**src/rtl/reg_scoreboard.sv**
```systemverilog
`default_nettype none
// ============================================================================
// Module   : reg_scoreboard
// Brief    : Per-register pending-write scoreboard gating decode issue, with
//            a drain sequencer for halt / context-switch quiescing.
// Revision : 1.0 - initial release
// ============================================================================
module reg_scoreboard #(
    parameter int NUM_REGS     = 16,
    parameter int REG_ID_WIDTH = 4,
    parameter int PEND_WIDTH   = 2
) (
    input  logic                    clk,
    input  logic                    reset,
    input  logic                    issue_valid,
    input  logic [NUM_REGS-1:0]     issue_src_mask,
    input  logic                    issue_has_dst,
    input  logic [REG_ID_WIDTH-1:0] issue_dst,
    output logic                    issue_ready,
    input  logic                    exec_busy,
    input  logic                    wb_valid,
    input  logic [REG_ID_WIDTH-1:0] wb_reg,
    input  logic                    flush,
    input  logic                    drain_req,
    output logic                    drain_done,
    output logic [NUM_REGS-1:0]     reg_valid,
    output logic [31:0]             stall_count,
    output logic                    error
);

    typedef enum logic [1:0] {
        S_IDLE  = 2'd0,
        S_DRAIN = 2'd1,
        S_DONE  = 2'd2,
        S_HOLD  = 2'd3
    } state_t;

    localparam logic [PEND_WIDTH-1:0] PEND_MAX = '1;

    state_t                state_q, state_d;
    logic [PEND_WIDTH-1:0] pend_q [NUM_REGS];
    logic [PEND_WIDTH-1:0] pend_d [NUM_REGS];
    logic                  error_q;
    logic                  underflow_d;
    logic [31:0]           stall_q;
    logic                  w_src_ok;
    logic                  w_dst_ok;
    logic                  w_fire;
    logic                  w_all_idle;

    generate
        for (genvar g = 0; g < NUM_REGS; g++) begin : g_valid
            assign reg_valid[g] = (pend_q[g] == '0);
        end
    endgenerate

    // Hazard check sees registered counters only; no writeback bypass.
    assign w_all_idle  = &reg_valid;
    assign w_src_ok    = ((issue_src_mask & ~reg_valid) == '0);
    assign w_dst_ok    = !issue_has_dst || (pend_q[issue_dst] != PEND_MAX);
    assign issue_ready = !reset && !flush && (state_q == S_IDLE) && !exec_busy
                         && w_src_ok && w_dst_ok;
    assign w_fire      = issue_valid && issue_ready;
    assign drain_done  = (state_q == S_DONE);
    assign stall_count = stall_q;
    assign error       = error_q;

    always_comb begin
        underflow_d = 1'b0;
        for (int i = 0; i < NUM_REGS; i++) begin
            pend_d[i] = pend_q[i];
            if (w_fire && issue_has_dst && (issue_dst == REG_ID_WIDTH'(i))) begin
                if (!(wb_valid && (wb_reg == REG_ID_WIDTH'(i)))) begin
                    pend_d[i] = pend_q[i] + PEND_WIDTH'(1);
                end
            end else if (wb_valid && (wb_reg == REG_ID_WIDTH'(i))) begin
                if (pend_q[i] == '0) begin
                    underflow_d = 1'b1;
                end else begin
                    pend_d[i] = pend_q[i] - PEND_WIDTH'(1);
                end
            end
        end
    end

    always_comb begin
        state_d = state_q;
        case (state_q)
            S_IDLE:  if (drain_req) state_d = S_DRAIN;
            S_DRAIN: if (w_all_idle) state_d = S_DONE;
            S_DONE:  state_d = drain_req ? S_HOLD : S_IDLE;
            S_HOLD:  if (!drain_req) state_d = S_IDLE;
            default: state_d = S_IDLE;
        endcase
    end

    always_ff @(posedge clk) begin
        if (reset) begin
            state_q <= S_IDLE;
            error_q <= 1'b0;
            stall_q <= '0;
            for (int i = 0; i < NUM_REGS; i++) pend_q[i] <= '0;
        end else begin
            if (issue_valid && !issue_ready && (stall_q != 32'hFFFF_FFFF)) begin
                stall_q <= stall_q + 32'd1;
            end
            // Flush discards pending state and any writeback seen this cycle.
            if (flush) begin
                state_q <= S_IDLE;
                for (int i = 0; i < NUM_REGS; i++) pend_q[i] <= '0;
            end else begin
                state_q <= state_d;
                error_q <= error_q | underflow_d;
                for (int i = 0; i < NUM_REGS; i++) pend_q[i] <= pend_d[i];
            end
        end
    end

endmodule
`default_nettype wire

```
**config.mk**
```make
export PLATFORM = sky130hd
export DESIGN_NAME = reg_scoreboard
export DESIGN_NICKNAME = d
export VERILOG_FILES = /design/src/rtl/reg_scoreboard.sv
export SDC_FILE = /design/constraint.sdc
export NUM_CORES = 1
export LEC_CHECK = 0
export CAP_MARGIN = 0
export CORE_MARGIN = 4
export CORE_UTILIZATION = 40
export CTS_CLUSTER_SIZE = 16
export DETAILED_ROUTE_END_ITERATION = 12
export DONT_BUFFER_PORTS = 1
export SLEW_MARGIN = 20
export SYNTH_ARGS = -nofsm -noshare
export SYNTH_HDL_FRONTEND = slang
export SYNTH_SLANG_ARGS = --single-unit
```
**constraint.sdc**
```tcl
create_clock -name clk -period 2.9 [get_ports clk]
set_clock_uncertainty 0.05 [all_clocks]
set_input_delay 0.435 -clock clk [delete_from_list [all_inputs] [get_ports clk]]
set_output_delay 0.435 -clock clk [all_outputs]
set_load 0.03 [all_outputs]
```
Yosys cells after proc, flatten, opt, wreduce, memory -nomap -nowiden
Memory sizes are Yosys's and may differ from the RTL's.
Cells that the tools add are included.
{"block": "op_classes", "add_sub_neg": 33, "n_eq_ne": 38, "n_mux": 157, "n_bitwise": 35, "reduce_logical": 70}
{"cell": "$mux 2", "count": 100}
{"cell": "$eq 4x4->1 const B", "count": 16}
{"cell": "$mux 1", "count": 56}
{"cell": "$logic_and 1x1->1", "count": 41}
{"cell": "$logic_not 2->1", "count": 17}
{"cell": "$or 1x1->1", "count": 33}
{"cell": "$add 2x1->2 const B", "count": 16}
{"cell": "$add 32x1->32 const B", "count": 1}
{"cell": "$eq 4x3->1 const B", "count": 8}
{"cell": "$ne 32x32->1 const B", "count": 1}
{"cell": "$sub 2x1->2 const B", "count": 16}
{"cell": "$and 16x16->16", "count": 1}
{"cell": "$eq 4x2->1 const B", "count": 4}
{"cell": "$logic_not 16->1", "count": 1}
{"cell": "$not 16->16", "count": 1}
{"cell": "$reduce_and 16->1", "count": 1}
{"cell": "$eq 4x1->1 const B", "count": 2}
{"cell": "$logic_not 4->1", "count": 2}
{"cell": "$ne 2x2->1 const B", "count": 4}
{"cell": "$pmux 2 s4", "count": 1}
{"cell": "$logic_not 1->1", "count": 5}
{"cell": "$eq 2x2->1 const B", "count": 2}
{"cell": "$reduce_and 3->1", "count": 1}
{"cell": "$eq 2x1->1 const B", "count": 1}
{"cell": "other kinds (2)", "count": 2}
{"block": "word_totals", "ff_bits": 35, "ram_bits": 32, "elab_cells": 337, "n_memories": 1}
{"memory": "pend_q", "words": 16, "width": 2, "read_ports": 17, "rd_clocked_by_memory_dff": 0, "wr": 16, "line": "41", "text": "logic [PEND_WIDTH-1:0] pend_q [NUM_REGS];"}

Logic depth before layout (Yosys ltp)
{"block": "depth", "word_depth": 56, "mapped_depth": 11, "mapped_depth_nobuf": 7}

Worst setup path before layout
OpenSTA, ideal clock, no wires.
{"block": "synth_path", "path_type": "input to register", "startpoint": "input port reset", "endpoint": "memory pend_q[7][0], enable pin", "setup_ps": 322, "arrival_ps": 2480, "setup_slack_ps": 48, "cell_stages": 8, "n_path_buf": 2, "path_cell_list": "buf_2 > or2_1 > buf_2 > or4_1 > nor2_2 > o2111ai_4 > or3_1 > o211ai_1"}
{"element": "start, declared", "line": "14", "text": "input logic reset,"}
{"element": "end, declared", "line": "41"}

==> flow_summary.html <==
<table>
<tr><th>Metric</th><th>Value</th></tr>
<tr><th colspan="2">Pwr</th></tr>
<tr><td>Share of power burned in the clock network</td><td>39.9%</td></tr>
<tr><td>Switching power</td><td>0.000805 W</td></tr>
<tr><td>Highest ir drop seen on vdd</td><td>0.339 mV</td></tr>
<tr><td>Internal</td><td>0.00186 W</td></tr>
<tr><td>Overall Power</td><td>0.00266 W</td></tr>
<tr><td>Pwr/cell area</td><td>478 mW/mm²</td></tr>
<tr><td>LEAKAGE</td><td>2.00 nW</td></tr>
<tr><td>Switching fraction of total power</td><td>30.3%</td></tr>
<tr><td>Sequential Power Share</td><td>41.1%</td></tr>
<tr><td>Share of total power in combinational logic</td><td>19.0%</td></tr>
<tr><th colspan="2">Status</th></tr>
<tr><td>Run status</td><td>completed</td></tr>
<tr><th colspan="2">Synth</th></tr>
<tr><td>Top cell types by occurrence after synthesis</td><td>sky130_fd_sc_hd__nor2_1, sky130_fd_sc_hd__dfxtp_1, sky130_fd_sc_hd__nand3_1</td></tr>
<tr><td>Cell with the most instances after synthesis</td><td>sky130_fd_sc_hd__nor2_1</td></tr>
<tr><td>Number of synthesized register bits</td><td>67</td></tr>
<tr><td>Post-synthesis instance area</td><td>0.00460 mm²</td></tr>
<tr><td>Count of warnings emitted by yosys</td><td>0</td></tr>
<tr><td>Most used flip-flop cell after synthesis</td><td>sky130_fd_sc_hd__dfxtp_1</td></tr>
<tr><td>Sequential area share after synthesis</td><td>35.7%</td></tr>
<tr><td>Number of synthesized flops with an enable pin</td><td>30</td></tr>
<tr><td>Area leader, netlist</td><td>sky130_fd_sc_hd__edfxtp_1</td></tr>
<tr><td>Number of instances in the synthesized netlist</td><td>532</td></tr>
<tr><td>Synth Net Count</td><td>565</td></tr>
<tr><td>Top area cells in the synthesized netlist</td><td>sky130_fd_sc_hd__edfxtp_1, sky130_fd_sc_hd__dfxtp_1, sky130_fd_sc_hd__nor2_1</td></tr>
<tr><td>Fraction of post-synthesis cell area in the top cell type by area</td><td>19.6%</td></tr>
<tr><td>Avg Inst Size Synth</td><td>8.65 µm²</td></tr>
<tr><td>Post-synth ARST share</td><td>0%</td></tr>
<tr><td>Number of distinct library cells after synthesis</td><td>66</td></tr>
<tr><th colspan="2">Drt</th></tr>
<tr><td>WL per Instance</td><td>20.1 µm</td></tr>
<tr><td>Number of antenna-violating nets in the routed design</td><td>0</td></tr>
<tr><td>Routed Wire Length</td><td>14800 µm</td></tr>
<tr><td>Number of vias in the routed layout</td><td>4468</td></tr>
<tr><td>Routed metal-1 wire length</td><td>6080 µm</td></tr>
<tr><td>First-pass DRT Iterations</td><td>5</td></tr>
<tr><td>Total met3 wirelength after detailed routing</td><td>1420 µm</td></tr>
<tr><td>Metal2 WL</td><td>7100 µm</td></tr>
<tr><td>Vias/cell</td><td>6.06</td></tr>
<tr><td>Max Used Layer</td><td>met4</td></tr>
<tr><td>Number of design-rule violations left by the first detailed-router iteration</td><td>490</td></tr>
<tr><td>Post-route DRC violation count</td><td>0</td></tr>
<tr><th colspan="2">Layout</th></tr>
<tr><td>Fillers</td><td>1040</td></tr>
<tr><td>Fraction of layout instances using a drive strength above 1</td><td>20.9%</td></tr>
<tr><td>Number of nets at the end of the flow</td><td>625</td></tr>
<tr><td>Growth of design area from synthesis to finish</td><td>20.9%</td></tr>
<tr><td>Diodes inserted</td><td>0</td></tr>
<tr><th colspan="2">Die</th></tr>
<tr><td>Standard-cell rows</td><td>38</td></tr>
<tr><td>Overall die height</td><td>115 µm</td></tr>
<tr><td>Starting Density</td><td>41.7%</td></tr>
<tr><td>Width of the die</td><td>115 µm</td></tr>
<tr><td>Placeable core area</td><td>0.0110 mm²</td></tr>
<tr><td>Total Die Area</td><td>0.0133 mm²</td></tr>
<tr><td>Num ports</td><td>83</td></tr>
<tr><th colspan="2">GRT</th></tr>
<tr><td>Sum of overflow across all layers after global routing</td><td>0</td></tr>
<tr><td>Pin count of the biggest net entering global routing</td><td>43</td></tr>
<tr><td>First-pass GRT wire length</td><td>22900 µm</td></tr>
<tr><td>Number of antenna violations at the first check in global routing</td><td>0</td></tr>
<tr><td>Vias in the first global route</td><td>4146</td></tr>
<tr><td>Total routing usage reported by global routing</td><td>22.3%</td></tr>
<tr><th colspan="2">Placed design</th></tr>
<tr><td>Weighted congestion reported at the end of routability-driven placement</td><td>0.958</td></tr>
<tr><td>Worst-case setup slack after placement</td><td>0.101 ns</td></tr>
<tr><td>Hpwl dp</td><td>10900 µm</td></tr>
<tr><td>Input/output buffers</td><td>0</td></tr>
<tr><th colspan="2">Setup path</th></tr>
<tr><td>Arrival time at the worst endpoint</td><td>2.90 ns</td></tr>
<tr><td>Required time of the critical path</td><td>2.93 ns</td></tr>
<tr><td>Maximum fanout along the worst path</td><td>5</td></tr>
<tr><td>Worst Path Class, Setup</td><td>register to register</td></tr>
<tr><td>Startpoint type of the worst setup path</td><td>register</td></tr>
<tr><td>Worst flop-to-flop path startpoint</td><td>pend_q[13][1]$_SDFFCE_PN0P_</td></tr>
<tr><td>Setup crit end kind</td><td>register</td></tr>
<tr><td>Worst setup path startpoint</td><td>pend_q[13][1]$_SDFFCE_PN0P_</td></tr>
<tr><th colspan="2">Worst hold path</th></tr>
<tr><td>Hold Path Origin</td><td>reset</td></tr>
<tr><td>Class of the tightest hold or removal check</td><td>input port to register</td></tr>
<tr><th colspan="2">Clock network</th></tr>
<tr><td>Num Clock Sinks</td><td>67</td></tr>
<tr><td>Clock Path Buffers</td><td>2</td></tr>
<tr><td>Clock H-tree levels</td><td>3</td></tr>
<tr><td>Clk slew on worst S/H paths</td><td>0.06 ns</td></tr>
<tr><td>Number of buffers added by the clock tree synthesis step</td><td>9</td></tr>
<tr><td>CTS tree</td><td>yes</td></tr>
<tr><td>Latest clock arrival within the worst-skew pair</td><td>0.34 ns</td></tr>
<tr><td>Root Buffer Master</td><td>sky130_fd_sc_hd__clkbuf_16</td></tr>
<tr><th colspan="2">Flow run</th></tr>
<tr><td>Max-capacitance violation count</td><td>0</td></tr>
<tr><th colspan="2">STA</th></tr>
<tr><td>Clock period minus worst slack</td><td>2.87 ns</td></tr>
<tr><td>RSZ-0062 raised after global routing</td><td>yes</td></tr>
<tr><td>Final Cycle Share</td><td>99.1%</td></tr>
<tr><td>Headroom to the max-slew limit</td><td>51.8%</td></tr>
<tr><td>Count of final setup violators</td><td>0</td></tr>
<tr><td>Hold Fails Final Rpt</td><td>0</td></tr>
<tr><td>Transition at the pin with the smallest max-transition slack</td><td>0.721 ns</td></tr>
<tr><td>Peak clock frequency supported by timing</td><td>348 MHz</td></tr>
<tr><td>Number of slew-limit violations in the final report</td><td>0</td></tr>
<tr><td>Crit path setup slack, layout</td><td>0.0269 ns</td></tr>
</table>
-- flip-flops by register name, indices dropped and copies added, names as in the netlist --
signal / count
state_q: 2
stall_count: 32
pend_q: 32
error: 1
-- cell usage in the layout, fill, tap and decap left out, types with 8 or more instances in the layout --
master                      count
sky130_fd_sc_hd__nor2_1        83
sky130_fd_sc_hd__or4_1          9
sky130_fd_sc_hd__inv_1         14
sky130_fd_sc_hd__o31ai_1        9
sky130_fd_sc_hd__xor2_1        28
sky130_fd_sc_hd__nand4_1       22
sky130_fd_sc_hd__nand3_1       37
sky130_fd_sc_hd__o21ai_0       21
sky130_fd_sc_hd__o21ai_1        8
sky130_fd_sc_hd__nand2_1       26
sky130_fd_sc_hd__mux4_2         8
sky130_fd_sc_hd__xnor2_1       20
sky130_fd_sc_hd__nor3_1        19
sky130_fd_sc_hd__clkbuf_16      9
sky130_fd_sc_hd__a21oi_1       24
sky130_fd_sc_hd__dfxtp_1       37
sky130_fd_sc_hd__buf_4         70
sky130_fd_sc_hd__and3_1         8
sky130_fd_sc_hd__edfxtp_1      30
-- path summary, 6_finish.rpt --
kind                                       end  slack (ns)  depth (start not counted)
setup reg to reg    pend_q[6][1]$_SDFFCE_PN0P_        0.03                         10
hold reg to reg        state_q[1]$_SDFFE_PP0P_        0.47                          2
hold / removal    stall_count[29]$_SDFFE_PP0P_        0.10                          1
setup / recovery    pend_q[6][1]$_SDFFCE_PN0P_        0.03                         10
-- power by group through the flow --
stage | combinational, W | sequential [W] | clock [W]
floorplan | 0.000325 | 0.00111 | 0
finish | 0.000506 | 0.00109 | 0.00106
detailed placement | 0.000447 | 0.00112 | 0
global placement | 0.000443 | 0.00111 | 0
global route | 0.000538 | 0.00110 | 0.00112
CTS | 0.000458 | 0.00109 | 0.00108
-- stage by stage --
step	cells	hold WS, ns	cell area, µm²	util (%)	setup TNS, ns
floorplan	532	0.423	4600	-	0
global placement	698	0.452	5040	45.7	0
detailed placement	698	0.457	5040	45.7	0
CTS	716	0.0915	5340	48.4	0
global route	737	0.0940	5570	50.5	-0.463
finish	737	0.105	5570	50.5	0
-- worst max-delay path: stages, from the launching register on --
cell and delay [ns]:
sky130_fd_sc_hd__edfxtp_1 0.49, sky130_fd_sc_hd__mux4_2 0.50, sky130_fd_sc_hd__a22o_4 0.25, sky130_fd_sc_hd__nor2_4 0.16, sky130_fd_sc_hd__buf_6 0.13, sky130_fd_sc_hd__o2111ai_4 0.17, sky130_fd_sc_hd__buf_6 0.18, sky130_fd_sc_hd__nor4_4 0.33
sky130_fd_sc_hd__buf_4 0.19, sky130_fd_sc_hd__xnor2_2 0.10, sky130_fd_sc_hd__nor2_1 0.06
-- layer usage --
| layer | GRT usage, % | up-vias |
|---|---|---|
| met5 | 0 | - |
| met4 | 7.20 | 0 |
| met3 | 7.74 | 21 |
| met2 | 34.3 | 216 |
| met1 | 29.3 | 2134 |
| li1 | - | 2097 |
-- area by class of cell --
cell class / instances / area, µm² / share of cell area (%)
Multi-Input combinational cell: 423 / 2810 / 50.6
Sequential cell: 67 / 1640 / 29.5
Timing Repair Buffer: 76 / 593 / 10.7
Clock buffer: 10 / 239 / 4.29
Tap cell: 140 / 175 / 3.15
Inverter: 15 / 56.3 / 1.01
Clock inverter: 6 / 46.3 / 0.832
-- repair_timing --
item,in CTS,in global routing
buffers inserted,2,21
hold buffers,0,0
endpoints found under the setup margin,1,9
pin swaps,1,10
resized for setup,1,18
-- cells by family (layout without fill, tap and decap cells) --
logic type / count (synthesis) / count (layout) / share of synthesized area, %
AOI/OAI and AO/OA: 98 / 98 / 14.7
xor gates and xnor gates: 49 / 49 / 9.33
adders and majority gates: 1 / 1 / 0.272
buffers and inverters: 42 / 107 / 4.21
DFF: 67 / 67 / 35.7
muxes: 10 / 10 / 4.35
and+or+nand+nor: 265 / 265 / 31.5
Note: power is estimated with default switching activity, not from simulation.
